<file path="src/rtl/spw_pio_pkg.sv">
// Shared definitions for the SpaceWire output PIO: register map, pulse FSM states, counter width.
package spw_pio_pkg;

    localparam int unsigned BUS_W       = 32;
    localparam int unsigned ADDR_W      = 2;
    localparam int unsigned PULSE_CNT_W = 16;

    localparam logic [ADDR_W-1:0] ADDR_DATA  = 2'd0;
    localparam logic [ADDR_W-1:0] ADDR_PULSE = 2'd1;
    localparam logic [ADDR_W-1:0] ADDR_SET   = 2'd2;
    localparam logic [ADDR_W-1:0] ADDR_CLEAR = 2'd3;

    typedef enum logic {
        IDLE   = 1'b0,
        ACTIVE = 1'b1
    } pulse_state_t;

endpackage

</file>
<file path="src/rtl/spw_pio_pulse_gen.sv">
// Self-clearing strobe engine: holds a mask high for PULSE_CYCLES clocks, restartable and OR-accumulating.
module spw_pio_pulse_gen
    import spw_pio_pkg::*;
#(
    parameter int unsigned WIDTH        = 6,
    parameter int unsigned PULSE_CYCLES = 16
) (
    input  logic             clk,
    input  logic             reset,
    input  logic             i_load,
    input  logic [WIDTH-1:0] i_mask,
    output logic [WIDTH-1:0] o_pulse_mask,
    output logic             o_busy
);

    localparam logic [PULSE_CNT_W-1:0] RELOAD = PULSE_CNT_W'(PULSE_CYCLES - 1);

    pulse_state_t           r_state;
    pulse_state_t           w_state_nxt;
    logic [PULSE_CNT_W-1:0] r_cnt;
    logic [PULSE_CNT_W-1:0] w_cnt_nxt;
    logic [WIDTH-1:0]       r_mask;
    logic [WIDTH-1:0]       w_mask_nxt;
    logic                   w_start;

    assign w_start = i_load && (i_mask != '0);

    always_ff @(posedge clk or posedge reset) begin
        if (reset) begin
            r_state <= IDLE;
            r_cnt   <= '0;
            r_mask  <= '0;
        end else begin
            r_state <= w_state_nxt;
            r_cnt   <= w_cnt_nxt;
            r_mask  <= w_mask_nxt;
        end
    end

    // A nonzero load always wins, including over expiry in the final active cycle.
    always_comb begin
        w_state_nxt = r_state;
        w_cnt_nxt   = r_cnt;
        w_mask_nxt  = r_mask;
        unique case (r_state)
            IDLE: begin
                if (w_start) begin
                    w_state_nxt = ACTIVE;
                    w_cnt_nxt   = RELOAD;
                    w_mask_nxt  = i_mask;
                end
            end
            ACTIVE: begin
                if (w_start) begin
                    w_cnt_nxt  = RELOAD;
                    w_mask_nxt = r_mask | i_mask;
                end else if (r_cnt == '0) begin
                    w_state_nxt = IDLE;
                    w_mask_nxt  = '0;
                end else begin
                    w_cnt_nxt = r_cnt - PULSE_CNT_W'(1);
                end
            end
            default: begin
                w_state_nxt = IDLE;
                w_cnt_nxt   = '0;
                w_mask_nxt  = '0;
            end
        endcase
    end

    assign o_pulse_mask = r_mask;
    assign o_busy       = (r_state == ACTIVE);

endmodule

</file>
<file path="src/rtl/spw_pio_out.sv">
// Avalon-MM output PIO driving SpaceWire core controls: data register, atomic set/clear, timed pulses.
module spw_pio_out
    import spw_pio_pkg::*;
#(
    parameter int unsigned     WIDTH        = 6,
    parameter logic [WIDTH-1:0] RESET_VALUE = '0,
    parameter int unsigned     PULSE_CYCLES = 16
) (
    input  logic              clk,
    input  logic              reset,
    input  logic [ADDR_W-1:0] address,
    input  logic              chipselect,
    input  logic              write_n,
    input  logic [BUS_W-1:0]  writedata,
    output logic [BUS_W-1:0]  readdata,
    output logic [WIDTH-1:0]  out_port
);

    logic             w_wr;
    logic [WIDTH-1:0] w_wdata;
    logic             w_wdata_unused;
    logic             w_pulse_load;
    logic [WIDTH-1:0] w_pulse_mask;
    logic             w_busy;
    logic [BUS_W-1:0] w_rdata;
    logic [WIDTH-1:0] r_data;
    logic [BUS_W-1:0] r_readdata;

    assign w_wr           = chipselect & ~write_n;
    assign w_wdata        = writedata[WIDTH-1:0];
    assign w_wdata_unused = ^writedata[BUS_W-1:WIDTH];
    assign w_pulse_load   = w_wr && (address == ADDR_PULSE);

    always_ff @(posedge clk or posedge reset) begin
        if (reset) begin
            r_data <= RESET_VALUE;
        end else if (w_wr) begin
            case (address)
                ADDR_DATA:  r_data <= w_wdata;
                ADDR_SET:   r_data <= r_data | w_wdata;
                ADDR_CLEAR: r_data <= r_data & ~w_wdata;
                default:    r_data <= r_data;
            endcase
        end
    end

    spw_pio_pulse_gen #(
        .WIDTH        (WIDTH),
        .PULSE_CYCLES (PULSE_CYCLES)
    ) u_pulse_gen (
        .clk          (clk),
        .reset        (reset),
        .i_load       (w_pulse_load),
        .i_mask       (w_wdata),
        .o_pulse_mask (w_pulse_mask),
        .o_busy       (w_busy)
    );

    // Read mux runs regardless of chipselect; SET/CLEAR are write-only.
    always_comb begin
        w_rdata = '0;
        case (address)
            ADDR_DATA:  w_rdata = BUS_W'(r_data);
            ADDR_PULSE: w_rdata = BUS_W'(w_busy);
            default:    w_rdata = '0;
        endcase
    end

    always_ff @(posedge clk or posedge reset) begin
        if (reset) begin
            r_readdata <= '0;
        end else begin
            r_readdata <= w_rdata;
        end
    end

    assign readdata = r_readdata;
    assign out_port = r_data | w_pulse_mask;

endmodule

</file>
<file path="config.mk">
export PLATFORM = sky130hd
export DESIGN_NAME = spw_pio_out
export DESIGN_NICKNAME = d
export VERILOG_FILES = /design/src/rtl/spw_pio_pkg.sv /design/src/rtl/spw_pio_pulse_gen.sv /design/src/rtl/spw_pio_out.sv
export SDC_FILE = /design/constraint.sdc
export NUM_CORES = 1
export LEC_CHECK = 0
export ABC_AREA = 1
export BUFFER_PORTS_ARGS = -buffer_cell sky130_fd_sc_hd__buf_2
export CORE_MARGIN = 5
export CORE_UTILIZATION = 40
export CTS_CLUSTER_DIAMETER = 30
export DETAILED_ROUTE_END_ITERATION = 7
export PLACE_DENSITY = 0.66
export SETUP_SLACK_MARGIN = 0.02
export SLEW_MARGIN = 20
export SYNTH_ARGS = -nofsm -noshare
export SYNTH_HDL_FRONTEND = slang
export SYNTH_HIERARCHICAL = 1
export SYNTH_SLANG_ARGS = --single-unit
</file>
<file path="constraint.sdc">
create_clock -name clk -period 2 [get_ports clk]
set_input_delay 0.1 -clock clk [delete_from_list [all_inputs] [get_ports clk]]
set_output_delay 0.1 -clock clk [all_outputs]
set_load 0.02 [all_outputs]
</file>
=== Word-level counts from Yosys, hierarchy flattened ===
Cells that the tools add are included.

* Register bits after elaboration: 61
* Bits of input ports: 38
* Word-level logic and storage cells: 43

* $add $sub $neg: 1
* Eq/ne operators: 6
* Multiplexer cells: 14
* Bitwise gates (word level): 8
* Reduce and logical (&&, ||, !) cells: 9

{| class="wikitable"
|+ Operator list
! operator !! number
|-
| two-way mux 16 bit || 3
|-
| case mux 16 bit (2 select lines) || 1
|-
| case mux 6 bit (2 select lines) || 2
|-
| two-way mux 6 bit || 3
|-
| bitwise OR 6 bit || 3
|-
| case mux 6 bit (3 select lines) || 1
|-
| zero test 16 bit || 1
|-
| subtractor 16 x 1 -> 16 bit (second input constant) || 1
|-
| AND 6 bit || 1
|-
| inequality test 3 bit (second input constant) || 2
|-
| inverter 6 bit || 1
|-
| AND reduction 2 bit || 3
|-
| nonzero test 6 bit || 1
|-
| equality test 2 bit (second input constant) || 2
|-
| two-way mux 1 bit || 3
|-
| nonzero test 3 bit || 1
|-
| equality test 2 x 1 -> 1 bit (second input constant) || 1
|-
| logical AND 1 bit || 2
|-
| zero test 2 bit || 1
|-
| inequality test 2 x 1 -> 1 bit (second input constant) || 1
|-
| inverter 1 bit || 2
|-
| case mux 1 bit (2 select lines) || 1
|-
| AND 1 bit || 1
|}

=== Depth between registers and ports, before layout ===
Gate-level depths: netlist of the first run.

* Depth in word-level cells: 6
* Gate-level depth with buffers: 11
* Depth with buffers taken out: 11

=== Hierarchy ===
Netlist of the first run, hierarchy kept.

{| class="wikitable"
|+ Modules (own cells, without submodules)
! module !! instances !! cells an instance !! area each (um^2)
|-
| spw_pio_pulse_gen || 1 || 186 || 1365.1
|-
| spw_pio_out || 1 || 106 || 802.0
|}

=== Least setup slack after synthesis of the first run ===
OpenSTA, ideal clock, no wires.

* Kind: register -> register
* Start: register u_pulse_gen.r_cnt[0]
* End: register u_pulse_gen.r_cnt[3]
* Arrival time: 1.277 ns
* Required time: 1.866 ns
* Slack: 0.589 ns
* Stages on the path, launching flop included: 11
* Path buffers: 1
* Cell sequence: dfrtp_1 -> inv_1 -> ha_1 -> nand2_2 -> nor2_4 -> nand2_4 -> nand2_4 -> buf_6 -> nor2_1 -> nand2_1 -> nand3_1

* Longest elaborated chain between the ends: 4
* Elaborated cells between the ends (all ways): 7

{| class="wikitable"
|+ Ends and longest elaborated chain
! item !! RTL line !! source
|-
| start, declared || spw_pio_pulse_gen.sv:20 || <nowiki>logic [PULSE_CNT_W-1:0] r_cnt;</nowiki>
|-
| start signal, assigned || spw_pio_pulse_gen.sv:35 || <nowiki>r_cnt <= w_cnt_nxt;</nowiki>
|-
| subtractor 16 x 1 -> 16 bit || spw_pio_pulse_gen.sv:61 || <nowiki>w_cnt_nxt = r_cnt - PULSE_CNT_W'(1);</nowiki>
|-
| two-way mux 16 bit || spw_pio_pulse_gen.sv:57 || <nowiki>end else if (r_cnt == '0) begin</nowiki>
|-
| two-way mux 16 bit || spw_pio_pulse_gen.sv:54 || <nowiki>if (w_start) begin</nowiki>
|-
| case mux 16 bit (2 select lines) || spw_pio_pulse_gen.sv:45 || <nowiki>unique case (r_state)</nowiki>
|}

Parallel ways exist; a longest one is shown, timed or not. The select of a mux whose other input is x is not followed.
A chain may end at the register's enable or synchronous reset.

=== Worst setup path in the final report of the first run ===
* Start: register u_pulse_gen.r_cnt[0]
* End: register u_pulse_gen.r_cnt[5]

Same word-level chain as after synthesis.

==> summary.md, run 1 <==
| Metric | Value |
|---|---|
| Result of the run | `complete, no violations` |
| Pin count of the biggest net entering global routing | `24` |
| Worst hold path cell count | `3` |
| Cell repeated most along the worst path | `sky130_fd_sc_hd__nand2_4` |
| Detailed-route vias per instance | `4.448` |
| Placed inst area | `0.002228 mm^2` |
| Core Box Area | `0.005172 mm^2` |
| Gates resized, CTS repair | `0` |
| Synthesis-to-finish area growth | `7.390%` |
| Count of final setup violators | `0` |
| Total clock sinks | `35` |
| Worst reg-to-reg path cell count | `9` |
| Mux cell area share after synthesis | `0` |
| Worst Setup Start Kind | `flop` |
| First-pass DRT Iterations | `4` |
| Achievable frequency | `589.1 MHz` |
| List of cells traversed by the critical path | `inv_1 -> ha_1 -> nand2_2 -> nor2_4 -> nand2_4 -> nand2_4 -> nand2_4 -> a21oi_1 -> nor2_1` |
| Vertical die dimension | `83.61 um` |
| Slowest stage cell, crit path | `sky130_fd_sc_hd__dfrtp_1` |
| Overall track demand over capacity in global routing | `0.1262` |
| Fin Clk Skew | `0.005436 ns` |
| Finished layout cell area | `0.002327 mm^2` |
| Final Max Tran Viols | `0` |
| Instance count of the mapped netlist | `292` |
| First-pass GRT wire length | `7231 um` |
| Static leakage | `1.286 nW` |
| Xor and xnor fraction of the mapped netlist area | `0.008083` |
| FILL cells | `536` |
| Setup repair after global routing missed its margin | `no` |
| Via count | `1726` |
| Diodes inserted | `0` |
| Remaining global-route overflow | `0` |
| Die footprint | `0.006990 mm^2` |
| Data arrival time of the critical path | `1.88 ns` |
| Number of placed I/O pins | `76` |
| Total Nets Final | `356` |
| Number of antenna violations at the first check in global routing | `0` |
| Max_cap viols | `0` |
| Largest driver fanout on the critical path | `14` |
| Number of I/O port buffers | `23` |
| Final critical delay including setup and external delays | `1.698 ns` |
| R2r startpoint | `u_pulse_gen/r_cnt[0]$_DFFE_PP0P_` |
| Remaining routing DRC violations | `0` |
| Compound-gate portion of the synthesized area | `0.08487` |
| Netlist Area Pre-Place | `0.002167 mm^2` |
| WS Path Type | `flop to flop` |
| Post-synthesis simple-gate area fraction | `0.3141` |
| Hold Startpoint | `writedata[5]` |
| Initial DRC Count | `79` |
| Required @ worst endpoint | `2.18 ns` |
| Longest individual stage delay on the worst path | `0.36 ns` |
| Row Count | `26` |
| Class of the most critical hold timing path | `input pin to flop` |
| HPWL Detailed | `3172 um` |
| Layout cell share with drive strength beyond 1 | `0.1730` |
| CP startpoint | `u_pulse_gen/r_cnt[0]$_DFFE_PP0P_` |
| Total of warnings raised by yosys | `6` |
| Total power density per cell area | `1241 mW/mm^2` |
| Post-synthesis sequential element count | `35` |
| Number of global-route vias before repair | `1598` |
| Worst hold slack | `0.05517 ns` |
| Clock Pin Slew Worst Setup and Hold Paths | `0.08 ns` |
| Total negative slack for setup checks | `0 ns` |
| Fraction of the mapped netlist area in adder cells | `0.005774` |
| Wirelength per Cell | `10.93 um` |
| Die Span X | `83.61 um` |
| Skew-Pair Late Insertion Delay | `0.29 ns` |
| CTS max path bufs | `2` |
| Worst Setup End Kind | `flop` |
| Worst voltage drop across the vdd grid | `773.9 uV` |
| Hold violation count in the final report | `0` |
| Max H-tree Level | `2` |
| Total wire length | `4239 um` |
| Post-route ant nets | `0` |
| GP Congestion | `0.8271` |
| Post-synthesis cell type count | `29` |
| Starting density of the core | `0.4190` |
| Total CTS buffers | `5` |
| Clock tree from TritonCTS | `yes` |
| Library cell used as clock root buffer | `sky130_fd_sc_hd__clkbuf_8` |
| Average size of a mapped cell | `7.422 um^2` |
| Largest family of logic cells by synthesized area | `simple AND/OR/NAND/NOR gates` |
| Ratio of final minimum period to clock period | `0.8488` |
| Sequential share of the synthesized area | `0.4042` |
| Overall power consumption | `2.888 mW` |
-- through the flow --
step / setup slack, ns / std cells / util
floorplan: 0.5889 / 317 / -
global placement: 0.3208 / 379 / 0.4308
detailed placement: 0.3241 / 379 / 0.4308
CTS: 0.3043 / 388 / 0.4499
global route: 0.1733 / 388 / 0.4499
finish: 0.3025 / 388 / 0.4499
-- cell usage after synthesis --
master,number,area (um^2)
sky130_fd_sc_hd__a21oi_1,9,45.04
sky130_fd_sc_hd__clkbuf_1,1,3.750
sky130_fd_sc_hd__nor2_4,1,11.26
sky130_fd_sc_hd__nand4_1,4,25.02
sky130_fd_sc_hd__inv_1,36,135.1
sky130_fd_sc_hd__buf_1,1,3.750
sky130_fd_sc_hd__o211ai_1,5,37.54
sky130_fd_sc_hd__nor3_1,2,10.01
sky130_fd_sc_hd__o211ai_2,1,12.51
sky130_fd_sc_hd__nor2_1,41,153.9
sky130_fd_sc_hd__nor2_2,4,25.02
sky130_fd_sc_hd__nand3_1,24,120.1
sky130_fd_sc_hd__nand2_1,62,232.7
sky130_fd_sc_hd__dfrtp_1,35,875.8
sky130_fd_sc_hd__o21ai_1,12,60.06
sky130_fd_sc_hd__xor2_1,2,17.52
sky130_fd_sc_hd__a21oi_2,1,8.760
sky130_fd_sc_hd__nand2_4,3,33.78
sky130_fd_sc_hd__o21ai_0,1,5.000
sky130_fd_sc_hd__buf_6,4,45.04
sky130_fd_sc_hd__or2_2,6,37.54
sky130_fd_sc_hd__nand2_2,4,25.02
sky130_fd_sc_hd__a31oi_1,1,6.260
sky130_fd_sc_hd__buf_2,2,10.01
sky130_fd_sc_hd__o21ai_2,1,8.760
sky130_fd_sc_hd__buf_4,26,195.2
sky130_fd_sc_hd__or2_1,1,6.260
sky130_fd_sc_hd__conb_1,1,3.750
sky130_fd_sc_hd__ha_1,1,12.51
-- sequential cells by signal, summed over array words and instances, names as in the netlist --
signal                    cells
r_data                        6
readdata                      6
u_pulse_gen/o_busy            1
u_pulse_gen/o_pulse_mask      6
u_pulse_gen/r_cnt            16
-- where the power goes --
| part | switching (mW) | total (mW) | internal, mW | leakage, nW |
|---|---|---|---|---|
| Sequential | 0.209 | 1.14 | 0.932 | 0.447 |
| Combinational | 0.786 | 1.23 | 0.442 | 0.799 |
| Clock | 0.276 | 0.518 | 0.242 | 0.0402 |
-- cells in the final DEF, fill, tap and decap left out --
master	synthesis	layout
sky130_fd_sc_hd__nand2_1	62	62
sky130_fd_sc_hd__nor2_1	41	41
sky130_fd_sc_hd__inv_1	36	36
sky130_fd_sc_hd__dfrtp_1	35	35
sky130_fd_sc_hd__conb_1	1	26
sky130_fd_sc_hd__nand3_1	24	24
sky130_fd_sc_hd__buf_2	2	23
sky130_fd_sc_hd__o21ai_1	12	12
sky130_fd_sc_hd__a21oi_1	9	9
sky130_fd_sc_hd__or2_2	6	6
sky130_fd_sc_hd__clkbuf_8	0	5
sky130_fd_sc_hd__o211ai_1	5	5
sky130_fd_sc_hd__nand2_2	4	4
sky130_fd_sc_hd__nor2_2	4	4
sky130_fd_sc_hd__nand4_1	4	4
sky130_fd_sc_hd__nand2_4	3	3
sky130_fd_sc_hd__buf_4	26	3
sky130_fd_sc_hd__clkinvlp_4	0	2
sky130_fd_sc_hd__nor3_1	2	2
sky130_fd_sc_hd__xor2_1	2	2
sky130_fd_sc_hd__or2_1	1	1
sky130_fd_sc_hd__o21ai_2	1	1
sky130_fd_sc_hd__clkinv_2	0	1
sky130_fd_sc_hd__dlygate4sd3_1	0	1
sky130_fd_sc_hd__nor2_4	1	1
sky130_fd_sc_hd__o211ai_2	1	1
sky130_fd_sc_hd__a31oi_1	1	1
sky130_fd_sc_hd__o21ai_0	1	1
sky130_fd_sc_hd__a21oi_2	1	1
sky130_fd_sc_hd__ha_1	1	1
-- metal layers --
metal | global-route usage | up-vias | part of all wire
li1 | - | 908 | -
met1 | 0.1600 | 756 | 0.47
met2 | 0.2017 | 55 | 0.44
met3 | 0.03751 | 7 | 0.072
met4 | 0.04825 | 0 | 0.016
met5 | 0 | - | 0
-- cells by family after synthesis --
| logic type | Yosys count |
|---|---|
| xor gates and xnor gates | 2 |
| adders and majority gates | 1 |
| DFF | 35 |
| buffers and inverters | 70 |
| other | 1 |
| AOI/OAI and AO/OA | 31 |
| and+or+nand+nor | 152 |
-- worst max-delay path: cells and delay by family (launching register included) --
| kind | cells | cell delay (ns) |
|---|---|---|
| AND/OR/NAND/NOR | 6 | 0.76 |
| flip-flops | 1 | 0.36 |
| AO/OA/AOI/OAI | 1 | 0.15 |
| adder cells (fa/ha/maj) | 1 | 0.21 |
| buffers and inverters | 1 | 0.10 |
-- cell type report --
cell class / instances / area (um^2) / area share
well taps: 70 / 87.58 / 0.03763
flip-flops and latches: 35 / 875.8 / 0.3763
clock inverters: 3 / 20.02 / 0.008602
clock buffers: 5 / 68.82 / 0.02957
multi-input cells: 212 / 992.2 / 0.4263
inverters: 36 / 135.1 / 0.05806
repair buffers: 27 / 147.6 / 0.06344
-- path summary, 6_finish.rpt --
path | endpoint | slack (ns)
max | u_pulse_gen/r_cnt[5]$_DFFE_PP0P_ | 0.30
min | r_data[5]$_DFFE_PP0P_ | 0.06
max reg2reg | u_pulse_gen/r_cnt[5]$_DFFE_PP0P_ | 0.30
min reg2reg | r_data[2]$_DFFE_PP0P_ | 0.50
max in group asynchronous | r_data[3]$_DFFE_PP0P_ | 1.31
min in group asynchronous | r_data[4]$_DFFE_PP0P_ | 0.37
-- timing repair --
action                                 CTS  global route
setup buffers                            0             0
endpoints found under the hold margin   35             0
hold buffers                             1             0
Note: power is estimated with default switching activity, not from simulation.
==> inputs of run 2 (changes only) <==
- PLACE_DENSITY: 0.66 -> 0.69
- clock period: 2 -> 1.5 ns (I/O delays scaled with it)
==> run 2 against run 1 <==
Effect of this change: die area did not move; count of clock-buffer cells in the layout stayed put; non-clock buffer count grew 16; final cell count rose by 4.1%; register-to-register slack got worse by 0.24 ns; clock skew up 0.0030 ns; largest cell class unchanged; largest power group unchanged.
==> summary.md, run 2 (synthesis gave the netlist of run 1 again) <==
| Metric | Value |
|---|---|
| First-pass GRT wire length | `8093 um (was 7231 um)` |
| Total area of multi-input combinational cells | `0.001074 mm^2 (was 992.2 um^2)` |
| Vertical die dimension | `83.61 um (unchanged)` |
| Total clock sinks | `35 (unchanged)` |
| Hold violation count in the final report | `0 (unchanged)` |
| Library cell used as clock root buffer | `sky130_fd_sc_hd__clkbuf_8 (unchanged)` |
| Diodes inserted | `0 (unchanged)` |
| Clock Pin Slew Worst Setup and Hold Paths | `0.08 ns (about the same)` |
| Total negative slack for setup checks | `0 ns (unchanged)` |
| Largest driver fanout on the critical path | `10 (was 14)` |
| Total power density per cell area | `1701 mW/mm^2 (was 1241 mW/mm^2)` |
| Total Nets Final | `372 (was 356)` |
| Data arrival time of the critical path | `1.62 ns (was 1.88 ns)` |
| Clock tree from TritonCTS | `yes (unchanged)` |
| Setup repair after global routing missed its margin | `yes (was no)` |
| Fin Clk Skew | `0.008433 ns (was 0.005436 ns)` |
| Longest individual stage delay on the worst path | `0.38 ns (was 0.36 ns)` |
| Worst hold path cell count | `3 (unchanged)` |
| Slowest stage cell, crit path | `sky130_fd_sc_hd__dfrtp_1 (unchanged)` |
| Crit. path cell count | `8 (was 9)` |
| Buffers and inverters on the worst path | `2 (was 1)` |
| Max H-tree Level | `2 (unchanged)` |
| Worst reg-to-reg path cell count | `8 (was 9)` |
| Skew-Pair Late Insertion Delay | `0.30 ns (was 0.29 ns)` |
| Total wire length | `4636 um (was 4239 um)` |
| Setup slack of the critical path after layout | `0.06416 ns (was 0.3025 ns)` |
| Kind of cell with the highest combined delay on the critical path | `flip-flops (was simple AND/OR/NAND/NOR gates)` |
| Starting density of the core | `0.4190 (unchanged)` |
| WS Path Type | `flop to flop (unchanged)` |
| Worst setup slack before clock tree synthesis | `-0.02296 ns (was 0.3241 ns)` |
| Number of global-route vias before repair | `1780 (was 1598)` |
| Initial DRC Count | `88 (was 79)` |
| Total CTS buffers | `5 (unchanged)` |
| Area of all sequential standard cells | `877.1 um^2 (was 875.8 um^2)` |
| CTS max path bufs | `2 (unchanged)` |
| Detailed-route vias per instance | `4.517 (was 4.448)` |
| Leading cell type in the layout, fill and taps excluded | `sky130_fd_sc_hd__nand2_1 (unchanged)` |
| Pin count of the biggest net entering global routing | `24 (unchanged)` |
| Number of antenna violations at the first check in global routing | `0 (unchanged)` |
| Die footprint | `0.006990 mm^2 (unchanged)` |
| Wirelength per Cell | `11.48 um (was 10.93 um)` |
| First-pass DRT Iterations | `4 (unchanged)` |
| GP Congestion | `0.7844 (was 0.8271)` |
| Number of flip-flops under the largest register name | `16 (unchanged)` |
| Result of the run | `complete, no violations (unchanged)` |
| Class of the most critical hold timing path | `input pin to flop (unchanged)` |
| Die Span X | `83.61 um (unchanged)` |
| Ratio of final minimum period to clock period | `0.9572 (was 0.8488)` |
| Placed inst area | `0.002318 mm^2 (was 0.002228 mm^2)` |
| Via count | `1825 (was 1726)` |
| Core utilization of the finished layout | `0.4906 (was 0.4499)` |
| Final critical delay including setup and external delays | `1.436 ns (was 1.698 ns)` |
| Max_cap viols | `0 (unchanged)` |
| FILL cells | `508 (was 536)` |
| Worst hold slack | `0.02154 ns (was 0.05517 ns)` |
| Achievable frequency | `696.5 MHz (was 589.1 MHz)` |
| Count of final setup violators | `0 (unchanged)` |
| Cell repeated most along the worst path | `sky130_fd_sc_hd__nand2_4 (unchanged)` |
| Worst voltage drop across the vdd grid | `1084 uV (was 773.9 uV)` |
| Remaining routing DRC violations | `0 (unchanged)` |
| Static leakage | `1.379 nW (was 1.286 nW)` |
| Core Box Area | `0.005172 mm^2 (unchanged)` |
| Worst Setup End Kind | `flop (unchanged)` |
| List of cells traversed by the critical path | `inv_2 -> ha_4 -> nand2_4 -> nor2_4 -> nand2_4 -> buf_8 -> o211ai_1 -> o21ai_1 (was inv_1 -> ha_1 -> nand2_2 -> nor2_4 -> nand2_4 -> nand2_4 -> nand2_4 -> a21oi_1 -> nor2_1)` |
| Remaining global-route overflow | `0 (unchanged)` |
| Row Count | `26 (unchanged)` |
| Register ranked first by flip-flop count | `u_pulse_gen/r_cnt (unchanged)` |
| Layout cell share with drive strength beyond 1 | `0.2635 (was 0.1730)` |
| Number of placed I/O pins | `76 (unchanged)` |
| Synthesis-to-finish area growth | `17.09% (was 7.390%)` |
| Top library cells by usage in the layout, fill and taps aside | `sky130_fd_sc_hd__nand2_1 (60), sky130_fd_sc_hd__inv_1 (34), sky130_fd_sc_hd__dfrtp_1 (34), sky130_fd_sc_hd__nor2_1 (31), sky130_fd_sc_hd__conb_1 (26) (was sky130_fd_sc_hd__nand2_1 (62), sky130_fd_sc_hd__nor2_1 (41), sky130_fd_sc_hd__inv_1 (36), sky130_fd_sc_hd__dfrtp_1 (35), sky130_fd_sc_hd__conb_1 (26))` |
| HPWL Detailed | `3351 um (was 3172 um)` |
| Number of I/O port buffers | `23 (unchanged)` |
| Worst Setup Start Kind | `flop (unchanged)` |
| Overall track demand over capacity in global routing | `0.1395 (was 0.1262)` |
| Required @ worst endpoint | `1.68 ns (was 2.18 ns)` |
| Post-route ant nets | `0 (unchanged)` |
| Finished layout cell area | `0.002537 mm^2 (was 0.002327 mm^2)` |
| Final Max Tran Viols | `0 (unchanged)` |
-- run 2: final timing paths --
check / startpoint / endpoint / slack [ns]
max in group asynchronous: reset / r_data[0]$_DFFE_PP0P_ / 0.85
setup / recovery: u_pulse_gen/r_cnt[0]$_DFFE_PP0P_ / u_pulse_gen/o_pulse_mask[1]$_DFFE_PP0P_ / 0.06
hold / removal: writedata[1] / r_data[1]$_DFFE_PP0P_ / 0.02
hold reg to reg: r_data[4]$_DFFE_PP0P_ / r_data[4]$_DFFE_PP0P_ / 0.50
min in group asynchronous: reset / r_data[2]$_DFFE_PP0P_ / 0.33
setup reg to reg: u_pulse_gen/r_cnt[0]$_DFFE_PP0P_ / u_pulse_gen/o_pulse_mask[1]$_DFFE_PP0P_ / 0.06
-- run 2: worst reg2reg max path: stages, from the launching register on --
cell	delay, ns
sky130_fd_sc_hd__dfrtp_1	0.38
sky130_fd_sc_hd__inv_2	0.08
sky130_fd_sc_hd__ha_4	0.16
sky130_fd_sc_hd__nand2_4	0.06
sky130_fd_sc_hd__nor2_4	0.13
sky130_fd_sc_hd__nand2_4	0.10
sky130_fd_sc_hd__buf_8	0.15
sky130_fd_sc_hd__o211ai_1	0.17
sky130_fd_sc_hd__o21ai_1	0.10
-- run 2: layout make-up --
cell class,count,area share
clock inverter,3,0.007890
multi-input combinational,212,0.4231
timing repair buffer,43,0.1085
tap,70,0.03452
inverter,36,0.05325
clock buffer,5,0.02712
sequential,35,0.3457
-- run 2: repair_timing --
| action | CTS | global route |
|---|---|---|
| pin swaps | 1 | 6 |
| cloned | 0 | 0 |
| setup endpoints to repair | 13 | 20 |
| hold endpoints to repair | 35 | 0 |
| resized for setup | 2 | 24 |
| buffers inserted | 0 | 4 |
| hold buffers | 1 | 0 |
-- run 2: metrics by stage --
stage | power [mW] | instances
2_1_floorplan | 2.893 | 317
3_3_place_gp | 3.287 | 391
3_5_place_dp | 3.337 | 391
4_1_cts | 4.053 | 400
5_1_grt | 4.721 | 404
6_report | 4.315 | 404
-- run 2: routing by layer --
layer / share of wire / track usage
met1: 0.43 / 0.1715
met2: 0.49 / 0.2321
met3: 0.054 / 0.03653
met4: 0.020 / 0.05556
met5: 0 / 0
-- run 2: report_power, final --
part / internal (mW) / switching (mW)
Combinational: 0.836 / 1.27
Sequential: 1.24 / 0.277
Clock: 0.323 / 0.368
==> inputs of run 3 (changes only) <==
- CTS_CLUSTER_SIZE: unset -> 28
- REMOVE_ABC_BUFFERS: unset -> 1
==> run 3 against run 2 <==
Effect of this change: clock power grew 1%; die area is the same; combinational power is essentially flat; worst hold slack gained 0.013 ns; sequential power is essentially flat; wire length grew 3.8%; first-iteration DRC count grew 16%; critical endpoint is now u_pulse_gen/r_cnt[5]$_DFFE_PP0P_; largest cell class unchanged.
==> summary.md, run 3 (synthesis gave the netlist of run 1 again) <==
| Metric | Value |
|---|---|
| Register ranked first by flip-flop count | `u_pulse_gen/r_cnt (unchanged)` |
| Largest driver fanout on the critical path | `10 (unchanged)` |
| Pin count of the biggest net entering global routing | `24 (unchanged)` |
| CTS max path bufs | `2 (unchanged)` |
| Final Max Tran Viols | `0 (unchanged)` |
| Class of the most critical hold timing path | `input pin to flop (unchanged)` |
| Number of placed I/O pins | `76 (unchanged)` |
| Diodes inserted | `0 (unchanged)` |
| Remaining routing DRC violations | `0 (unchanged)` |
| Initial DRC Count | `102 (was 88)` |
| Total wire length | `4813 um (was 4636 um)` |
| Data arrival time of the critical path | `1.62 ns (about the same)` |
| Total Nets Final | `374 (was 372)` |
| Overall power consumption | `4.339 mW (was 4.315 mW)` |
| Kind of cell with the highest combined delay on the critical path | `simple AND/OR/NAND/NOR gates (was flip-flops)` |
| Wirelength per Cell | `11.88 um (was 11.48 um)` |
| Library cell used as clock root buffer | `sky130_fd_sc_hd__clkbuf_8 (unchanged)` |
| Number of global-route vias before repair | `1787 (was 1780)` |
| Top library cells by usage in the layout, fill and taps aside | `sky130_fd_sc_hd__nand2_1 (61), sky130_fd_sc_hd__inv_1 (34), sky130_fd_sc_hd__dfrtp_1 (34), sky130_fd_sc_hd__nor2_1 (29), sky130_fd_sc_hd__conb_1 (26) (was sky130_fd_sc_hd__nand2_1 (60), sky130_fd_sc_hd__inv_1 (34), sky130_fd_sc_hd__dfrtp_1 (34), sky130_fd_sc_hd__nor2_1 (31), sky130_fd_sc_hd__conb_1 (26))` |
| Core Box Area | `0.005172 mm^2 (unchanged)` |
| Clock Pin Slew Worst Setup and Hold Paths | `0.07 ns (was 0.08 ns)` |
| Layout cell share with drive strength beyond 1 | `0.2657 (was 0.2635)` |
| Hold violation count in the final report | `0 (unchanged)` |
| Required @ worst endpoint | `1.68 ns (about the same)` |
| Worst voltage drop across the vdd grid | `1112 uV (was 1084 uV)` |
| HPWL Detailed | `3379 um (was 3351 um)` |
| Row Count | `26 (unchanged)` |
| Leading cell type in the layout, fill and taps excluded | `sky130_fd_sc_hd__nand2_1 (unchanged)` |
| Detailed-route vias per instance | `4.635 (was 4.517)` |
| Result of the run | `complete, no violations (unchanged)` |
| Number of placed instances with taps included | `389 (was 391)` |
| Longest individual stage delay on the worst path | `0.41 ns (was 0.38 ns)` |
| Clock tree from TritonCTS | `yes (unchanged)` |
| List of cells traversed by the critical path | `nor2_1 -> nand2_4 -> nor2_4 -> nand2_4 -> nand2_8 -> nand2_4 -> a21oi_1 -> nor2_1 (was inv_2 -> ha_4 -> nand2_4 -> nor2_4 -> nand2_4 -> buf_8 -> o211ai_1 -> o21ai_1)` |
| Number of flip-flops under the largest register name | `16 (unchanged)` |
| Overall track demand over capacity in global routing | `0.1370 (was 0.1395)` |
| Total clock sinks | `35 (unchanged)` |
| Total power density per cell area | `1694 mW/mm^2 (was 1701 mW/mm^2)` |
| Achievable frequency | `693.2 MHz (was 696.5 MHz)` |
| Setup repair after global routing missed its margin | `yes (unchanged)` |
| Skew-Pair Late Insertion Delay | `0.29 ns (was 0.30 ns)` |
| Post-route ant nets | `0 (unchanged)` |
| Starting density of the core | `0.4190 (unchanged)` |
| Vertical die dimension | `83.61 um (unchanged)` |
| Worst Setup End Kind | `flop (unchanged)` |
| Cell Count, Final, Fillers Out | `405 (was 404)` |
| GP Congestion | `0.8382 (was 0.7844)` |
| Buffers and inverters on the worst path | `0 (was 2)` |
| WS Path Type | `flop to flop (unchanged)` |
| Final critical delay including setup and external delays | `1.443 ns (was 1.436 ns)` |
| Count of final setup violators | `0 (unchanged)` |
| Number of antenna violations at the first check in global routing | `0 (unchanged)` |
| Total negative slack for setup checks | `0 ns (unchanged)` |
| Max H-tree Level | `2 (unchanged)` |
| Static leakage | `1.409 nW (was 1.379 nW)` |
| Ratio of final minimum period to clock period | `0.9617 (was 0.9572)` |
| Via count | `1877 (was 1825)` |
| Worst Setup Start Kind | `flop (unchanged)` |
| Cell repeated most along the worst path | `sky130_fd_sc_hd__nand2_4 (unchanged)` |
| Max_cap viols | `0 (unchanged)` |
| Number of I/O port buffers | `23 (unchanged)` |
| Fin Clk Skew | `0.006678 ns (was 0.008433 ns)` |
| First-pass DRT Iterations | `4 (unchanged)` |
| Die footprint | `0.006990 mm^2 (unchanged)` |
| Die Span X | `83.61 um (unchanged)` |
| Synthesis-to-finish area growth | `18.19% (was 17.09%)` |
| Slowest stage cell, crit path | `sky130_fd_sc_hd__dfrtp_1 (unchanged)` |
| First-pass GRT wire length | `8004 um (was 8093 um)` |
| Remaining global-route overflow | `0 (unchanged)` |
| Total CTS buffers | `5 (unchanged)` |
-- run 3: cell types whose count changed in the layout (fill, tap and decap cells not counted), sizes merged --
cell,delta
clkbuf,+2
clkinvlp,-2
buf,+1
-- run 3: area by class of cell --
class                   count  area [um^2]
fillers                   492         2611
multi-input cells         212         1061
flip-flops and latches     35        877.1
repair buffers             45        312.8
inverters                  36        135.1
well taps                  70        87.58
clock buffers               6        82.58
clock inverters             1        5.005
-- run 3: final timing paths --
| check | end | cells past startpoint | startpoint | slack (ns) |
|---|---|---|---|---|
| max reg2reg | u_pulse_gen/r_cnt[5]$_DFFE_PP0P_ | 8 | u_pulse_gen/r_cnt[2]$_DFFE_PP0P_ | 0.06 |
| max in group asynchronous | readdata[1]$_DFF_PP0_ | 3 | reset | 0.82 |
| min in group asynchronous | readdata[4]$_DFF_PP0_ | 3 | reset | 0.35 |
| max | u_pulse_gen/r_cnt[5]$_DFFE_PP0P_ | 8 | u_pulse_gen/r_cnt[2]$_DFFE_PP0P_ | 0.06 |
| min | r_data[5]$_DFFE_PP0P_ | 3 | writedata[5] | 0.04 |
| min reg2reg | r_data[0]$_DFFE_PP0P_ | 2 | r_data[0]$_DFFE_PP0P_ | 0.49 |
-- run 3: routing by layer --
metal	GRT usage	routed length [um]	share of wire
met5	0	0	0
met4	0.03801	36	0.0075
met3	0.03949	400	0.083
met2	0.2328	2371	0.49
met1	0.1688	2005	0.42
-- run 3: power breakdown --
group	leakage, nW	switching [mW]	total, mW	internal [mW]
sequential	0.445	0.301	1.55	1.24
combinational	0.916	1.25	2.10	0.850
clock	0.0470	0.336	0.697	0.360
-- run 3: metrics by stage --
step / util / area, um^2 / hold slack [ns] / setup slack [ns]
2_1_floorplan: - / 2003 / -0.06030 / 0.02557
3_3_place_gp: 0.4453 / 2303 / 0.1174 / 0.001259
3_5_place_dp: 0.4453 / 2303 / 0.1273 / -0.02117
4_1_cts: 0.4731 / 2447 / 0.03323 / 0.02083
5_1_grt: 0.4952 / 2561 / 0.05712 / -0.05423
6_report: 0.4952 / 2561 / 0.03501 / 0.05745
-- run 3: what timing repair did --
action	4_1_cts	5_1_grt
setup buffers	3	4
pin swaps	0	11
hold endpoints to repair	35	0
resized for setup	6	20
cloned	0	1
hold buffers	1	0
setup endpoints to repair	13	21
-- run 3: worst min-delay path, stage by stage --
cell                      delay, ns
sky130_fd_sc_hd__buf_2         0.11
sky130_fd_sc_hd__nand2_1       0.05
sky130_fd_sc_hd__nand2_1       0.05
